`config.mk`:
```
export PLATFORM = sky130hd
export DESIGN_NAME = blob_box_overlay
export DESIGN_NICKNAME = d
export VERILOG_FILES = /design/src/rtl/blob_box_overlay.sv
export SDC_FILE = /design/constraint.sdc
export NUM_CORES = 2
export LEC_CHECK = 0
export CAP_MARGIN = 20
export CORE_MARGIN = 8
export CORE_UTILIZATION = 60
export CTS_CLUSTER_SIZE = 28
export DETAILED_ROUTE_END_ITERATION = 16
export PLACE_DENSITY = 0.86
export SLEW_MARGIN = 20
export SYNTH_ARGS = -nofsm -noshare
export SYNTH_HDL_FRONTEND = slang
export SYNTH_SLANG_ARGS = --single-unit
```
`constraint.sdc`:
```
create_clock -name app_clk -period 111.1 [get_ports app_clk]
set_input_delay 11.11 -clock app_clk [delete_from_list [all_inputs] [get_ports app_clk]]
set_output_delay 11.11 -clock app_clk [all_outputs]
set_load 0.005 [all_outputs]
```
`src/rtl/blob_box_overlay.sv`:
```
// Double-buffered bounding-box bank with a 2-stage outline compositor for the video output path.
// Build option: define BOX_TINT_EN to blend box interiors 50% toward BOX_COLOR.
module blob_box_overlay #(
    parameter int          H_IMG_RES   = 640,
    parameter int          V_IMG_RES   = 480,
    parameter int          MAX_OBJ_NUM = 15,
    parameter int          THICK       = 2,
    parameter logic [23:0] BOX_COLOR   = 24'hFF0000,
    localparam int         B_BITS      = $clog2(MAX_OBJ_NUM),
    localparam int         CNT_W       = B_BITS + 1
) (
    input  logic              app_clk,
    input  logic              app_rst,
    input  logic              box_valid,
    output logic              box_ready,
    input  logic [B_BITS-1:0] box_idx,
    input  logic [10:0]       box_top,
    input  logic [10:0]       box_bottom,
    input  logic [10:0]       box_left,
    input  logic [10:0]       box_right,
    input  logic              box_last,
    input  logic              vid_active_pix,
    input  logic [10:0]       vid_hpos,
    input  logic [10:0]       vid_vpos,
    input  logic [23:0]       vid_data_in,
    output logic [23:0]       vid_data_out,
    output logic [CNT_W-1:0]  box_count,
    output logic              swap_pulse,
    output logic [1:0]        loader_state
);

    typedef enum logic [1:0] {
        ST_IDLE    = 2'd0,
        ST_LOAD    = 2'd1,
        ST_PENDING = 2'd2
    } state_t;

    localparam logic [10:0] TH = 11'(THICK);

    state_t           state_q, state_d;
    logic             box_ready_q, box_ready_d;
    logic [CNT_W-1:0] box_count_q;

    logic [10:0]            sh_top_q [MAX_OBJ_NUM];
    logic [10:0]            sh_bot_q [MAX_OBJ_NUM];
    logic [10:0]            sh_lft_q [MAX_OBJ_NUM];
    logic [10:0]            sh_rgt_q [MAX_OBJ_NUM];
    logic [MAX_OBJ_NUM-1:0] sh_vld_q;
    logic [10:0]            dp_top_q [MAX_OBJ_NUM];
    logic [10:0]            dp_bot_q [MAX_OBJ_NUM];
    logic [10:0]            dp_lft_q [MAX_OBJ_NUM];
    logic [10:0]            dp_rgt_q [MAX_OBJ_NUM];
    logic [MAX_OBJ_NUM-1:0] dp_vld_q;

    logic accept, boundary, commit, idx_ok, desc_valid;

    // A descriptor transfers on any rising edge where box_valid && box_ready are both high;
    // the producer must hold all box_* fields stable while box_valid is high and box_ready is low.
    assign accept     = box_valid && box_ready_q;
    assign boundary   = (vid_hpos == 11'd0) && (vid_vpos == 11'(V_IMG_RES));
    assign commit     = boundary && (state_q == ST_PENDING);
    assign idx_ok     = (box_idx != '0) && ({1'b0, box_idx} <= CNT_W'(MAX_OBJ_NUM));
    assign desc_valid = (box_top <= box_bottom) && (box_left <= box_right) &&
                        (box_bottom < 11'(V_IMG_RES)) && (box_right < 11'(H_IMG_RES));

    function automatic logic [CNT_W-1:0] popcount(input logic [MAX_OBJ_NUM-1:0] v);
        logic [CNT_W-1:0] n;
        n = '0;
        for (int i = 0; i < MAX_OBJ_NUM; i++) begin
            n = n + CNT_W'(v[i]);
        end
        return n;
    endfunction

    always_comb begin
        state_d = state_q;
        case (state_q)
            ST_IDLE:    if (accept) state_d = box_last ? ST_PENDING : ST_LOAD;
            ST_LOAD:    if (accept && box_last) state_d = ST_PENDING;
            ST_PENDING: if (boundary) state_d = ST_IDLE;
            default:    state_d = ST_IDLE;
        endcase
        box_ready_d = (state_d != ST_PENDING);
    end

    // No descriptor can be accepted in PENDING, so shadow writes and the commit never collide.
    always_ff @(posedge app_clk or posedge app_rst) begin
        if (app_rst) begin
            state_q     <= ST_IDLE;
            box_ready_q <= 1'b1;
            box_count_q <= '0;
            sh_vld_q    <= '0;
            dp_vld_q    <= '0;
            for (int s = 0; s < MAX_OBJ_NUM; s++) begin
                sh_top_q[s] <= '0;
                sh_bot_q[s] <= '0;
                sh_lft_q[s] <= '0;
                sh_rgt_q[s] <= '0;
                dp_top_q[s] <= '0;
                dp_bot_q[s] <= '0;
                dp_lft_q[s] <= '0;
                dp_rgt_q[s] <= '0;
            end
        end else begin
            state_q     <= state_d;
            box_ready_q <= box_ready_d;
            if (accept && idx_ok) begin
                for (int s = 0; s < MAX_OBJ_NUM; s++) begin
                    if (box_idx == B_BITS'(s + 1)) begin
                        sh_top_q[s] <= box_top;
                        sh_bot_q[s] <= box_bottom;
                        sh_lft_q[s] <= box_left;
                        sh_rgt_q[s] <= box_right;
                        sh_vld_q[s] <= desc_valid;
                    end
                end
            end
            if (commit) begin
                for (int s = 0; s < MAX_OBJ_NUM; s++) begin
                    dp_top_q[s] <= sh_top_q[s];
                    dp_bot_q[s] <= sh_bot_q[s];
                    dp_lft_q[s] <= sh_lft_q[s];
                    dp_rgt_q[s] <= sh_rgt_q[s];
                end
                dp_vld_q    <= sh_vld_q;
                sh_vld_q    <= '0;
                box_count_q <= popcount(sh_vld_q);
            end
        end
    end

    logic [MAX_OBJ_NUM-1:0] inside_d, edge_d;

    // Distances to each side are only meaningful once the pixel is known to be inside the box.
    always_comb begin
        inside_d = '0;
        edge_d   = '0;
        for (int s = 0; s < MAX_OBJ_NUM; s++) begin
            inside_d[s] = dp_vld_q[s] &&
                          (vid_hpos >= dp_lft_q[s]) && (vid_hpos <= dp_rgt_q[s]) &&
                          (vid_vpos >= dp_top_q[s]) && (vid_vpos <= dp_bot_q[s]);
            edge_d[s]   = inside_d[s] &&
                          (((vid_hpos - dp_lft_q[s]) < TH) || ((dp_rgt_q[s] - vid_hpos) < TH) ||
                           ((vid_vpos - dp_top_q[s]) < TH) || ((dp_bot_q[s] - vid_vpos) < TH));
        end
    end

    logic [23:0]            s1_data_q;
    logic                   s1_act_q;
    logic [MAX_OBJ_NUM-1:0] s1_edge_q;
    logic [23:0]            pix_d, pix_q;
`ifdef BOX_TINT_EN
    logic [MAX_OBJ_NUM-1:0] s1_inside_q;
`endif

    always_comb begin
        pix_d = s1_data_q;
`ifdef BOX_TINT_EN
        if (|s1_inside_q) begin
            pix_d = ((s1_data_q >> 1) & 24'h7F7F7F) + ((BOX_COLOR >> 1) & 24'h7F7F7F);
        end
`endif
        if (|s1_edge_q) pix_d = BOX_COLOR;
        if (!s1_act_q)  pix_d = '0;
    end

    always_ff @(posedge app_clk or posedge app_rst) begin
        if (app_rst) begin
            s1_data_q   <= '0;
            s1_act_q    <= 1'b0;
            s1_edge_q   <= '0;
            pix_q       <= '0;
`ifdef BOX_TINT_EN
            s1_inside_q <= '0;
`endif
        end else begin
            s1_data_q   <= vid_data_in;
            s1_act_q    <= vid_active_pix;
            s1_edge_q   <= edge_d;
            pix_q       <= pix_d;
`ifdef BOX_TINT_EN
            s1_inside_q <= inside_d;
`endif
        end
    end

    assign box_ready    = box_ready_q;
    assign box_count    = box_count_q;
    assign swap_pulse   = commit;
    assign vid_data_out = pix_q;
    assign loader_state = state_q;

endmodule

```
# == Word-level counts from Yosys, hierarchy flattened ==
# Index checks and enable logic that the tools add are counted.
# op_classes
addsub,74
magnitude_cmp,124
eq_ne,19
mux,24
n_reduce_logical,178
# ops
op,count
$lt A11 B2 Y1 const B,60
$sub A11 B11 Y11,60
$le A11 B11 Y1,32
$ge A11 B11 Y1,30
$logic_and A1 B1 Y1,83
$reduce_and A2 Y1,30
$add A5 B1 Y5,10
$mux W24,2
$logic_or A1 B1 Y1,45
$eq A4 B4 Y1 const B,8
$reduce_bool A2 Y1,16
$mux W15,2
$eq A4 B3 Y1 const B,4
$mux W1,15
$reduce_or A15 Y1,1
$eq A11 B9 Y1 const B,1
$logic_not A11 Y1,1
$lt A11 B10 Y1 const B,1
$lt A11 B9 Y1 const B,1
$eq A4 B2 Y1 const B,2
$mux W2,4
$pmux W2 S3,1
$add A4 B1 Y5,1
$add A3 B1 Y4,1
8 further kinds,8
# word_totals
regBits,1422
input_bits,99
output_inout_bits,33
word_cells,562

# == Longest topological paths before layout ==
# depth
word_depth,14
depth_mapped,13
depth_no_buf,13

# == Least setup slack after synthesis ==
# No wires, ideal clock.
# synth_timing
path_kind,input to output
startpoint,input vid_vpos[8]
endpoint,output swap_pulse
t_arrival_ns,12.814
t_required_ns,99.990
path_slack_ns,87.176
stages,9
n_path_buf,3
path_cell_list,inv_1 -> nor4_1 -> nand4_1 -> nor4_1 -> nand3b_1 -> inv_1 -> buf_2 -> clkbuf_1 -> buf_2
# synth_via
elab_chain_cells,3
# synth_rtl
element,line,rtl
from (decl),24,"input logic [10:0] vid_vpos,"
$eq A11 B9 Y1,60,assign boundary = (vid_hpos == 11'd0) && (vid_vpos == 11'(V_IMG_RES));
$logic_and A1 B1 Y1,60,
$logic_and A1 B1 Y1,61,assign commit = boundary && (state_q == ST_PENDING);
to (decl),28,"output logic swap_pulse,"
# No other way between the ends.

# == Worst setup path after layout ==
# Same ends and word-level chain as after synthesis.

==> flow_metrics.tcl <==
set metrics [dict create \
    status "complete, no violations" \
    wire_per_inst_um 22.63 \
    rsz0062_at_grt "no" \
    fp.dieArea_sq_um 150400 \
    hold_buffers 0 \
    dp_hpwl_um 160500 \
    max-slew-margin-rel 0.1513 \
    final.setup_skew_ns 0.03212 \
    via_count 68780 \
    cts_tree "built" \
    grt_usage 0.3188 \
    timing.rr.start "sh_vld_q[3]$_DFFE_PP0P_" \
    core_area_sq_um 137300 \
    grt_pass1_vias 68130 \
    yosysSeqAreaShare 0.4286 \
    worst_pin_slew_ns 1.262 \
    final_cell_mix "1,630 x nand2_1, 1,420 x dfrtp_1, 874 x o21ai_0" \
    clock.fmax_mhz 39.05 \
    port_buffers 130 \
    ios 132 \
    multi_input_area_sq_um 44070 \
    syn-instance-count 8828 \
    regToRegEndpoint "box_count[2]$_DFFE_PP0P_" \
    num_rows 136 \
    grt_first_pass_wirelength_um 381300 \
    first_pass_iters 7 \
    endpoint_kind "primary output" \
    htree_levels 4 \
    instances_no_fill 10880 \
    fillers 10190 \
    setup_viol 0 \
    place_area_sq_um 86580 \
    clock_path_buffers 3 \
    setup_tns_ns 0 \
    grt_max_degree 219 \
    crit_required_ns 99.99 \
    initialDrtViolationCount 6472 \
    drv_cap 0 \
    async_reset_ff_frac 1.000 \
    arrival_ns 14.50 \
    drc 0 \
    regArea_sq_um 35560 \
    period_needed_ns 25.61 \
    leakage_nw 46.20 \
    hold_path.class "reg2reg" \
    gr-total-overflow 0 \
    rr_worst_depth 11 \
    cp_max_fo 52 \
    layout_commonest_cell "nand2_1" \
    antenna_found_initial 8 \
    hold_slack_ns 0.4474 \
    synth_area_sq_um 82970 \
    fin_area_sq_um 91950 \
    path_clk_slew_ns 0.06 \
    initial_core_util 0.6042 \
    place_inst 10590 \
    clkSinkCount 1421 \
    ys_warn_count 0 \
    die_h_um 387.9 \
    drt_wl_total_um 246200 \
    vias_per_cell 6.324 \
    fp.dieW_um 387.9 \
    start_kind "primary input" \
    final_hold_viol_count 0 \
    place.gp.congestion 0.9600 \
    final_nets 9806 \
    syn_area_per_cell_sq_um 9.399 \
    whs_endpoint "vid_data_out[0]$_DFF_PP0_" \
    cts.root.buffer_cell "clkbuf_16" \
    drive_gt1_frac 0.1106 \
    reg2reg_slack_ns 106.76 \
    cts_made_buffers 154 \
    total_power_mw 1.155 \
    ir_worst_vdd_v 0.00001796 \
    hp-start "s1_data_q[0]$_DFF_PP0_" \
    synth-seq-cells 1421 \
    syn-num-nets 9681 \
    cts_setup_buffers 0 \
    holdPathStages 1 \
    ant_nets 0 \
    synth.distinct_cells 97 \
    synthFlopType "dfrtp_1" \
    synthToLayoutAreaGrowth_pct 10.83 \
    crit_type "in2out" \
    power.density_nw_per_um2 12.56 \
    synth_edf_count 0 \
    clock_latency_ns 0.81 \
    post_cts_resized 0 \
    finalCritPeriodShare 0.2305 \
    maxSlewViolCount 0 \
]
-- through the flow --
stage                     worst slack, ns    util
after global routing                85.44  0.6696
final                               85.49  0.6696
after global placement              85.63  0.6305
after floorplan                     59.92       -
after detailed placement            85.69  0.6305
after CTS                           85.59  0.6694
-- where the power goes --
part	internal, mW	total, mW	switching (mW)
sequential	0.518	0.519	0.000246
clock	0.321	0.541	0.220
combinational	0.0313	0.0957	0.0644
total	0.871	1.16	0.284
-- routing by layer --
layer  vias up  share of wire  global-route usage
met2      3057           0.45              0.4964
met3       845          0.088             0.06528
met4         4          0.065              0.1825
li1      31120              -                   -
met5         -        0.00011                   0
met1     33750           0.40              0.4158
-- registers in the layout, summed over array words and instances, names as in the netlist, 24 cells and up --
register / count
sh_bot_q: 165
dp_rgt_q: 165
dp_bot_q: 165
dp_top_q: 165
s1_data_q: 24
sh_lft_q: 165
sh_top_q: 165
vid_data_out: 24
dp_lft_q: 165
sh_rgt_q: 165
-- cell type report --
type,instances,area share
sequential,1421,0.3867
timing repair buffer,264,0.02584
clock inverter,57,0.008926
antenna,4,0.0001089
multi-input combinational,6490,0.4793
clock buffer,224,0.04916
inverter,622,0.02555
tap,1794,0.02441
-- cell families after synthesis --
family,after synthesis,share of synthesized area
adder cells (fa/ha/maj),754,0.1200
AO/OA/AOI/OAI,2037,0.1500
XOR/XNOR,230,0.02428
multiplexers,617,0.08283
other,1,0.00004520
flip-flops,1421,0.4286
buffers and inverters,917,0.04204
AND/OR/NAND/NOR,2851,0.1522
-- worst max-delay path, stage by stage --
cell             delay (ns)
clkdlybuf4s50_1        0.46
buf_4                  0.36
inv_1                  0.14
nor4_1                 0.37
nand4_1                0.34
nor4_1                 0.43
nand3b_1               0.29
inv_8                  0.36
clkdlybuf4s50_1        0.59
-- synth_stat cells (14+ instances only) --
cell type	number	area share
xor2_1	110	0.012
mux2i_1	60	0.0072
xnor2_1	120	0.013
ha_1	684	0.10
mux2_2	556	0.075
o21bai_1	33	0.0030
a21oi_1	382	0.023
a211oi_1	66	0.0060
or3_1	40	0.0030
nor4_1	56	0.0042
nand2b_1	124	0.0093
nor3b_1	17	0.0015
inv_1	621	0.028
o21a_1	81	0.0073
nand3b_1	22	0.0020
o22ai_1	36	0.0027
o211ai_1	44	0.0040
and3_1	23	0.0017
a211o_1	22	0.0023
nor2_1	397	0.018
o21ai_0	874	0.053
o41ai_1	17	0.0018
a2111oi_0	42	0.0044
clkbuf_1	250	0.011
nand2_1	1630	0.074
a21boi_0	18	0.0016
fa_1	70	0.017
nand4_1	115	0.0087
nand3_1	95	0.0057
o21ai_1	14	0.00084
dfrtp_1	1420	0.43
o221ai_1	25	0.0026
or4_1	19	0.0017
nor3_1	144	0.0087
and2_1	24	0.0018
nor2b_1	112	0.0084
o31ai_1	35	0.0032
a21o_1	119	0.011
o2111ai_1	41	0.0043
buf_2	34	0.0021
a31oi_1	52	0.0039
-- worst max-delay path by stage --
stage / startpoint / slack, ns / end
CTS: vid_vpos[8] / 85.59 / swap_pulse
global placement: vid_hpos[10] / 85.63 / swap_pulse
detailed placement: vid_hpos[10] / 85.69 / swap_pulse
finish: vid_vpos[8] / 85.49 / swap_pulse
global route: vid_vpos[8] / 85.44 / swap_pulse
floorplan: app_rst / 59.92 / box_count[0]$_DFFE_PP0P_
(Power assumes the default switching activity.)
